$ cat src/rtl/sentinel_arb_pkg.sv
// rtl/sentinel_arb_pkg.sv - shared types and constants for the sentinel_arb order-entry merger
//
// Purpose: FSM state enum, source-ID width helper and default sizing constants
// shared by sentinel_arb and rr_pick. No ports.
package sentinel_arb_pkg;

  typedef enum logic {
    IDLE = 1'b0,
    BUSY = 1'b1
  } arb_state_e;

  localparam int DEF_N_SRC      = 4;
  localparam int DEF_DATA_W     = 64;
  localparam int DEF_WINDOW_CYC = 1024;
  localparam int DEF_QUOTA_W    = 16;

  // Width of a source index; a single source still needs one bit on the wire.
  function automatic int src_id_w(input int n);
    return (n > 1) ? $clog2(n) : 1;
  endfunction

endpackage

$ cat src/rtl/sentinel_arb_rr_pick.sv
// rtl/sentinel_arb_rr_pick.sv - combinational round-robin priority picker
//
// Purpose: pick the first requester searching upward from last_i+1 (mod N).
// Ports:
//   req_i      in  N     request vector
//   last_i     in  ID_W  index granted last time
//   gnt_oh_o   out N     one-hot pick (all zero when nothing requests)
//   gnt_idx_o  out ID_W  encoded pick
//   any_o      out 1     at least one request present
module rr_pick
  import sentinel_arb_pkg::*;
#(
  parameter int N    = DEF_N_SRC,
  parameter int ID_W = src_id_w(N)
) (
  input  logic [N-1:0]    req_i,
  input  logic [ID_W-1:0] last_i,
  output logic [N-1:0]    gnt_oh_o,
  output logic [ID_W-1:0] gnt_idx_o,
  output logic            any_o
);

  logic [ID_W-1:0] cand;
  logic            found;

  always_comb begin
    gnt_idx_o = '0;
    gnt_oh_o  = '0;
    found     = 1'b0;
    cand      = '0;
    // k runs 1..N so last_i itself is considered last.
    for (int k = 1; k <= N; k++) begin
      cand = ID_W'((int'(last_i) + k) % N);
      if (!found && req_i[cand]) begin
        found     = 1'b1;
        gnt_idx_o = cand;
      end
    end
    if (found) gnt_oh_o[gnt_idx_o] = 1'b1;
    any_o = found;
  end

endmodule

$ cat src/rtl/sentinel_arb.sv
// rtl/sentinel_arb.sv - packet-atomic quota-limited round-robin stream arbiter
//
// Purpose: merge N_SRC order-entry streams into one, one whole packet per grant,
// with a per-source beat quota per WINDOW_CYC-cycle window.
// Ports:
//   aclk, areset              clock, synchronous active-high reset
//   s_axis_tdata/tvalid/tlast  per-source input streams (source i at slice i)
//   s_axis_tready              per-source ready (only the granted source, only in BUSY)
//   m_axis_tdata/tvalid/tlast  merged output, one-entry register stage
//   m_axis_tuser               source ID of the current output beat
//   m_axis_tready              downstream ready
//   cfg_en                     allow new grants
//   cfg_quota                  beats per window per source, 0 = unlimited
//   stat_throttled             source over quota in current window
//   busy                       a packet is granted
module sentinel_arb
  import sentinel_arb_pkg::*;
#(
  parameter int N_SRC      = DEF_N_SRC,
  parameter int DATA_W     = DEF_DATA_W,
  parameter int WINDOW_CYC = DEF_WINDOW_CYC,
  parameter int QUOTA_W    = DEF_QUOTA_W
) (
  input  logic                       aclk,
  input  logic                       areset,
  input  logic [N_SRC*DATA_W-1:0]    s_axis_tdata,
  input  logic [N_SRC-1:0]           s_axis_tvalid,
  input  logic [N_SRC-1:0]           s_axis_tlast,
  output logic [N_SRC-1:0]           s_axis_tready,
  output logic [DATA_W-1:0]          m_axis_tdata,
  output logic [$clog2(N_SRC)-1:0]   m_axis_tuser,
  output logic                       m_axis_tvalid,
  output logic                       m_axis_tlast,
  input  logic                       m_axis_tready,
  input  logic                       cfg_en,
  input  logic [N_SRC*QUOTA_W-1:0]   cfg_quota,
  output logic [N_SRC-1:0]           stat_throttled,
  output logic                       busy
);

  localparam int ID_W  = src_id_w(N_SRC);
  localparam int WIN_W = (WINDOW_CYC > 1) ? $clog2(WINDOW_CYC) : 1;
  localparam logic [WIN_W-1:0] WIN_LAST = WIN_W'(WINDOW_CYC - 1);

  arb_state_e         state_q, state_d;
  logic [ID_W-1:0]    grant_q, grant_d, last_grant_q, last_grant_d;
  logic [N_SRC-1:0]   grant_oh_q, grant_oh_d;
  logic               tvalid_q, tvalid_d, tlast_q, tlast_d;
  logic [DATA_W-1:0]  tdata_q, tdata_d;
  logic [ID_W-1:0]    tuser_q, tuser_d;
  logic [QUOTA_W-1:0] beat_cnt_q [N_SRC];
  logic [QUOTA_W-1:0] beat_cnt_d [N_SRC];
  logic [WIN_W-1:0]   win_cnt_q, win_cnt_d;

  logic [N_SRC-1:0]   throttled, elig, pick_oh;
  logic [ID_W-1:0]    pick_idx;
  logic               pick_any, out_ready, accept, wrap;

  always_comb begin
    throttled = '0;
    for (int i = 0; i < N_SRC; i++) begin
      throttled[i] = (cfg_quota[i*QUOTA_W +: QUOTA_W] != '0) &&
                     (beat_cnt_q[i] >= cfg_quota[i*QUOTA_W +: QUOTA_W]);
    end
  end

  assign elig = s_axis_tvalid & ~throttled & {N_SRC{cfg_en}};

  rr_pick #(.N(N_SRC), .ID_W(ID_W)) u_pick (
    .req_i     (elig),
    .last_i    (last_grant_q),
    .gnt_oh_o  (pick_oh),
    .gnt_idx_o (pick_idx),
    .any_o     (pick_any)
  );

  // Output register can take a beat when empty or draining this cycle.
  assign out_ready = !tvalid_q || m_axis_tready;
  assign accept    = (state_q == BUSY) && out_ready && s_axis_tvalid[grant_q];
  assign wrap      = (win_cnt_q == WIN_LAST);

  // FSM next state
  always_comb begin
    state_d = state_q;
    case (state_q)
      IDLE:    if (pick_any) state_d = BUSY;
      BUSY:    if (accept && s_axis_tlast[grant_q]) state_d = IDLE;
      default: state_d = IDLE;
    endcase
  end

  // FSM outputs
  always_comb begin
    busy          = (state_q == BUSY);
    s_axis_tready = (busy && out_ready) ? grant_oh_q : '0;
  end

  // Grant, output stage and quota/window counters
  always_comb begin
    grant_d      = grant_q;
    grant_oh_d   = grant_oh_q;
    last_grant_d = last_grant_q;
    if (state_q == IDLE && pick_any) begin
      grant_d      = pick_idx;
      grant_oh_d   = pick_oh;
      last_grant_d = pick_idx;
    end

    tvalid_d = tvalid_q;
    tlast_d  = tlast_q;
    tdata_d  = tdata_q;
    tuser_d  = tuser_q;
    if (accept) begin
      tvalid_d = 1'b1;
      tlast_d  = s_axis_tlast[grant_q];
      tdata_d  = s_axis_tdata[grant_q*DATA_W +: DATA_W];
      tuser_d  = grant_q;
    end else if (m_axis_tready) begin
      tvalid_d = 1'b0;
    end

    win_cnt_d = wrap ? '0 : win_cnt_q + 1'b1;
    for (int i = 0; i < N_SRC; i++) begin
      beat_cnt_d[i] = wrap ? '0 : beat_cnt_q[i];
      if (accept && grant_q == ID_W'(i)) begin
        // A beat on the wrap cycle belongs to the new window.
        if (wrap) beat_cnt_d[i] = QUOTA_W'(1);
        else if (beat_cnt_q[i] != '1) beat_cnt_d[i] = beat_cnt_q[i] + 1'b1;
      end
    end
  end

  always_ff @(posedge aclk) begin
    if (areset) begin
      state_q      <= IDLE;
      grant_q      <= '0;
      grant_oh_q   <= '0;
      last_grant_q <= ID_W'(N_SRC - 1);
      tvalid_q     <= 1'b0;
      tlast_q      <= 1'b0;
      tdata_q      <= '0;
      tuser_q      <= '0;
      win_cnt_q    <= '0;
      for (int i = 0; i < N_SRC; i++) beat_cnt_q[i] <= '0;
    end else begin
      state_q      <= state_d;
      grant_q      <= grant_d;
      grant_oh_q   <= grant_oh_d;
      last_grant_q <= last_grant_d;
      tvalid_q     <= tvalid_d;
      tlast_q      <= tlast_d;
      tdata_q      <= tdata_d;
      tuser_q      <= tuser_d;
      win_cnt_q    <= win_cnt_d;
      for (int i = 0; i < N_SRC; i++) beat_cnt_q[i] <= beat_cnt_d[i];
    end
  end

  assign m_axis_tvalid  = tvalid_q;
  assign m_axis_tlast   = tlast_q;
  assign m_axis_tdata   = tdata_q;
  assign m_axis_tuser   = tuser_q;
  assign stat_throttled = throttled;

endmodule
$ cat config.mk
export PLATFORM = sky130hd
export DESIGN_NAME = sentinel_arb
export DESIGN_NICKNAME = d
export VERILOG_FILES = /design/src/rtl/sentinel_arb_pkg.sv /design/src/rtl/sentinel_arb_rr_pick.sv /design/src/rtl/sentinel_arb.sv
export SDC_FILE = /design/constraint.sdc
export NUM_CORES = 1
export LEC_CHECK = 0
export ABC_AREA = 1
export CAP_MARGIN = 20
export CORE_ASPECT_RATIO = 1.2
export CORE_MARGIN = 2
export CORE_UTILIZATION = 40
export CTS_CLUSTER_DIAMETER = 100
export CTS_CLUSTER_SIZE = 10
export DETAILED_ROUTE_END_ITERATION = 8
export PLACE_DENSITY = 0.78
export SLEW_MARGIN = 20
export SYNTH_ARGS = -nofsm -noshare
export SYNTH_HDL_FRONTEND = slang
export SYNTH_HIERARCHICAL = 1
export SYNTH_SLANG_ARGS = --single-unit
export TNS_END_PERCENT = 20
$ cat constraint.sdc
create_clock -name aclk -period 2.7 [get_ports aclk]
set_input_delay 0.54 -clock aclk [delete_from_list [all_inputs] [get_ports aclk]]
set_output_delay 0.54 -clock aclk [all_outputs]
set_load 0.1 [all_outputs]
==> metrics.md <==
| Metric | Value |
|---|---|
| Worst skew pair latency | 0.43 ns |
| FF-to-FF path depth | 18 |
| Clock share of power | 0.191 |
| XOR/XNOR Fraction of Synth Area | 0.00424 |
| Final hold vios | 0 |
| Mapped Cells | 1593 |
| Hold_sp | win_cnt_q[0] |
| Worst slew margin | 0.356 |
| Max Freq | 0.371 GHz |
| Clk slew on worst S/H paths | 0.06 ns |
| Maximum fanout along the worst path | 5 |
| Final Cycle Share | 0.999 |
| RSZ-0062 raised after global routing | true |
| Synth top area cells | dfxtp_1 29%, nand2_1 15%, ha_1 8.4% |
| Layout cells sized above 1 | 0.190 |
| Endpoints failing setup | 0 |
| Sinks on the clock net | 151 |
| Worst Clk Skew | 0.0159 ns |
| Mux contribution to synthesized area | 0 |
| EDFF count, synth | 0 |
| Vias in the first global route | 12300 |
| Synth unique cells | 41 |
| Synth top area share | 0.292 |
| Tmin final | 2.70 ns |
| Core Util, Final | 0.646 |
| Std cell rows | 64 |
| Clock Tree Buf Depth | 2 |
| Dpl hpwl | 31800 um |
| CTS tree | yes |
| Fraction of registers with async set/reset | 0 |
| PD cells | 815 nW/um^2 |
| Worst setup SP type | flop |
| Die width | 151 um |
| CTS Hold Bufs | 0 |
| Fillers | 2209 |
| Flop pwr share | 0.228 |
| Die ar. | 27200 sq um |
| Slew @ Worst Pin | 0.965 ns |
| Final GP Congestion | 0.947 |
| Lkg Pwr | 7.27 nW |
| Largest net degree at the start of global routing | 77 |
| First-pass DRT Iterations | 8 |
| # IOs | 409 |
| Post-synthesis simple-gate area fraction | 0.350 |
| Syn Area/Cell | 6.49 sq um |
| Fin Setup TNS | 0 ns |
| Critical path capture point type | output port |
| Sw power | 7.02 mW |
| Avg Vias per Cell | 5.31 |
| Sw Ratio | 0.524 |
| Sequential area share after synthesis | 0.292 |
| Post-synth top cells | 412 x nand2_1, 172 x nor2_1, 153 x inv_1, 151 x dfxtp_1, 144 x nand3_1 |
| Htree depth | 4 |
| Final WL | 42700 um |
| Int Power | 6.37 mW |
| Most common cell in the netlist | nand2_1 |
| Worst Hold End | win_cnt_q[0] |
| Initial antenna violation count | 13 |
| Area Overhead vs Synth | 59.0% |
| Final antenna-violating net count | 0 |
| FF+latch count, synth | 151 |
| Cell area after placement | 14900 sq um |
| Yosys top cell by area | dfxtp_1 |
| CP arrival | 2.16 ns |
| Synthesized area | 10300 sq um |
| Gr ovfl total | 0 |
| Comb power frac | 0.581 |
| Synth Area in Compound Gates | 0.177 |
| Syn. warnings | 6 |
| I/O Buffers | 408 |
| Reg2reg end | grant_oh_q[3] |
| Worst Setup Path Type | flop to output port |
| Nets | 2405 |
| CTS root buffer | clkbuf_16 |
| MaxCap Viol Count | 0 |
| Total number of vias | 12500 |
| Syn nets | 1994 |
| Final Slew Violations | 0 |
| Tot GR Track Use | 0.301 |
| Initial Utilization | 0.406 |
| DRC Markers | 0 |
| Core ar. | 25500 sq um |
| Synth Flop Type | dfxtp_1 |
| Initial DRC count | 780 |
| Hold depth | 1 |
| Peak supply drop | 0.000867 V |
| Worst EP required | 2.16 ns |
| R2r startpoint | beat_cnt_q[1][11] |
| Die height | 180 um |
| Final Cell Area | 16400 sq um |
| Drt wl/cell | 18.2 um |
| Status | finished clean |
| Inserted Clock Buffers | 17 |
| Worst R2R Setup Slack | 0.08 ns |
| Largest family of logic cells by synthesized area | simple AND/OR/NAND/NOR gates |
| First-pass GRT wire length | 63800 um |
| Class of the worst hold path | flop to flop |
| Adder-Cell Fraction of Synth Area | 0.0835 |
## power by group through the flow
stage	Clock (mW)	Sequential (mW)	Combinational [mW]
after floorplan	0	5.79	2.58
after global placement	0	3.06	7.45
after detailed placement	0	3.07	7.50
after CTS	2.58	3.04	7.62
after global routing	2.67	3.11	8.21
final	2.55	3.06	7.78
## per-stage QoR
stage               power (mW)  cells  hold WS, ns  worst slack (ns)
floorplan                 8.37   1593        0.418            -0.244
global placement          10.5   2314        0.427            -0.644
detailed placement        10.6   2314        0.438            -0.748
CTS                       13.2   2346        0.449         -0.000915
global route              14.0   2349        0.482           -0.0633
finish                    13.4   2354        0.461           0.00195
## registers in the layout, summed over array words and instances, names as in the netlist
register	cells
win_cnt_q	10
grant_oh_q	4
m_axis_tuser	2
m_axis_tdata	64
beat_cnt_q	64
m_axis_tlast	1
m_axis_tvalid	1
last_grant_q	2
busy	1
grant_q	2
## worst max-delay path: stages (launching register included)
cell,delay (ns)
dfxtp_1,0.46
ha_4,0.25
a21oi_1,0.19
o21ai_1,0.13
a21oi_2,0.16
nand2_2,0.12
buf_6,0.13
and2_4,0.13
buf_12,0.16
## final cells by class
| cell class | instances | area (sq um) | share of cell area |
|---|---|---|---|
| Timing Repair Buffer | 460 | 4510 | 0.274 |
| Tap cell | 330 | 413 | 0.0251 |
| Clock inverter | 11 | 146 | 0.00890 |
| Clock buffer | 20 | 468 | 0.0285 |
| Inverter | 165 | 637 | 0.0387 |
| Sequential cell | 151 | 3040 | 0.185 |
| Multi-Input combinational cell | 1209 | 7210 | 0.438 |
| Antenna cell | 8 | 20.0 | 0.00122 |
## worst max-delay path by stage
| stage | slack, ns | to | start |
|---|---|---|---|
| floorplan | -0.24 | s_axis_tready[0] | busy |
| global placement | -0.64 | grant_oh_q[3] | cfg_quota[23] |
| detailed placement | -0.75 | grant_oh_q[0] | cfg_quota[23] |
| CTS | -0.0009 | stat_throttled[2] | cfg_quota[38] |
| global route | -0.06 | grant_oh_q[3] | cfg_quota[9] |
| finish | 0.002 | stat_throttled[1] | beat_cnt_q[1][11] |
## cell families (layout without fill, tap and decap cells)
kind of cell | count (synthesis) | after routing
AND/OR/NAND/NOR | 826 | 826
flip-flops | 151 | 151
other | 0 | 8
adder cells (fa/ha/maj) | 69 | 69
XOR/XNOR | 5 | 5
buffers and inverters | 233 | 656
AO/OA/AOI/OAI | 309 | 309
## layout by cell type (no fill, tap or decap), drive strengths merged
master | Yosys | final
a211oi | 2 | 2
a21o | 3 | 3
a21oi | 142 | 142
a221oi | 64 | 64
and2 | 4 | 4
buf | 46 | 129
bufinv | 0 | 3
clkbuf | 22 | 20
clkdlybuf4s50 | 0 | 274
clkinv | 1 | 6
clkinvlp | 0 | 2
dfxtp | 151 | 151
diode | 0 | 8
dlygate4sd2 | 0 | 21
dlymetal6s2s | 0 | 36
ha | 69 | 69
inv | 164 | 165
nand2 | 433 | 433
nand3 | 148 | 148
nand3b | 2 | 2
nand4 | 18 | 18
nor2 | 185 | 185
nor3 | 24 | 24
nor3b | 2 | 2
nor4 | 10 | 10
o211a | 1 | 1
o21a | 2 | 2
o21ai | 92 | 92
o21bai | 3 | 3
xnor2 | 2 | 2
xor2 | 3 | 3
## routing by layer
| metal | vias up | share of wire | track usage |
|---|---|---|---|
| met5 | - | 0.0024 | 0 |
| met4 | 14 | 0.041 | 0.121 |
| met3 | 112 | 0.11 | 0.128 |
| met2 | 486 | 0.47 | 0.502 |
| met1 | 5724 | 0.38 | 0.335 |
| li1 | 6175 | - | - |
## what timing repair did
action                     4_1_cts  5_1_grt
hold endpoints to repair         0        0
buffers inserted                 1        1
setup endpoints to repair       13       13
resized for setup              105      146
pin swaps                       74       65
(Power assumes the default switching activity.)
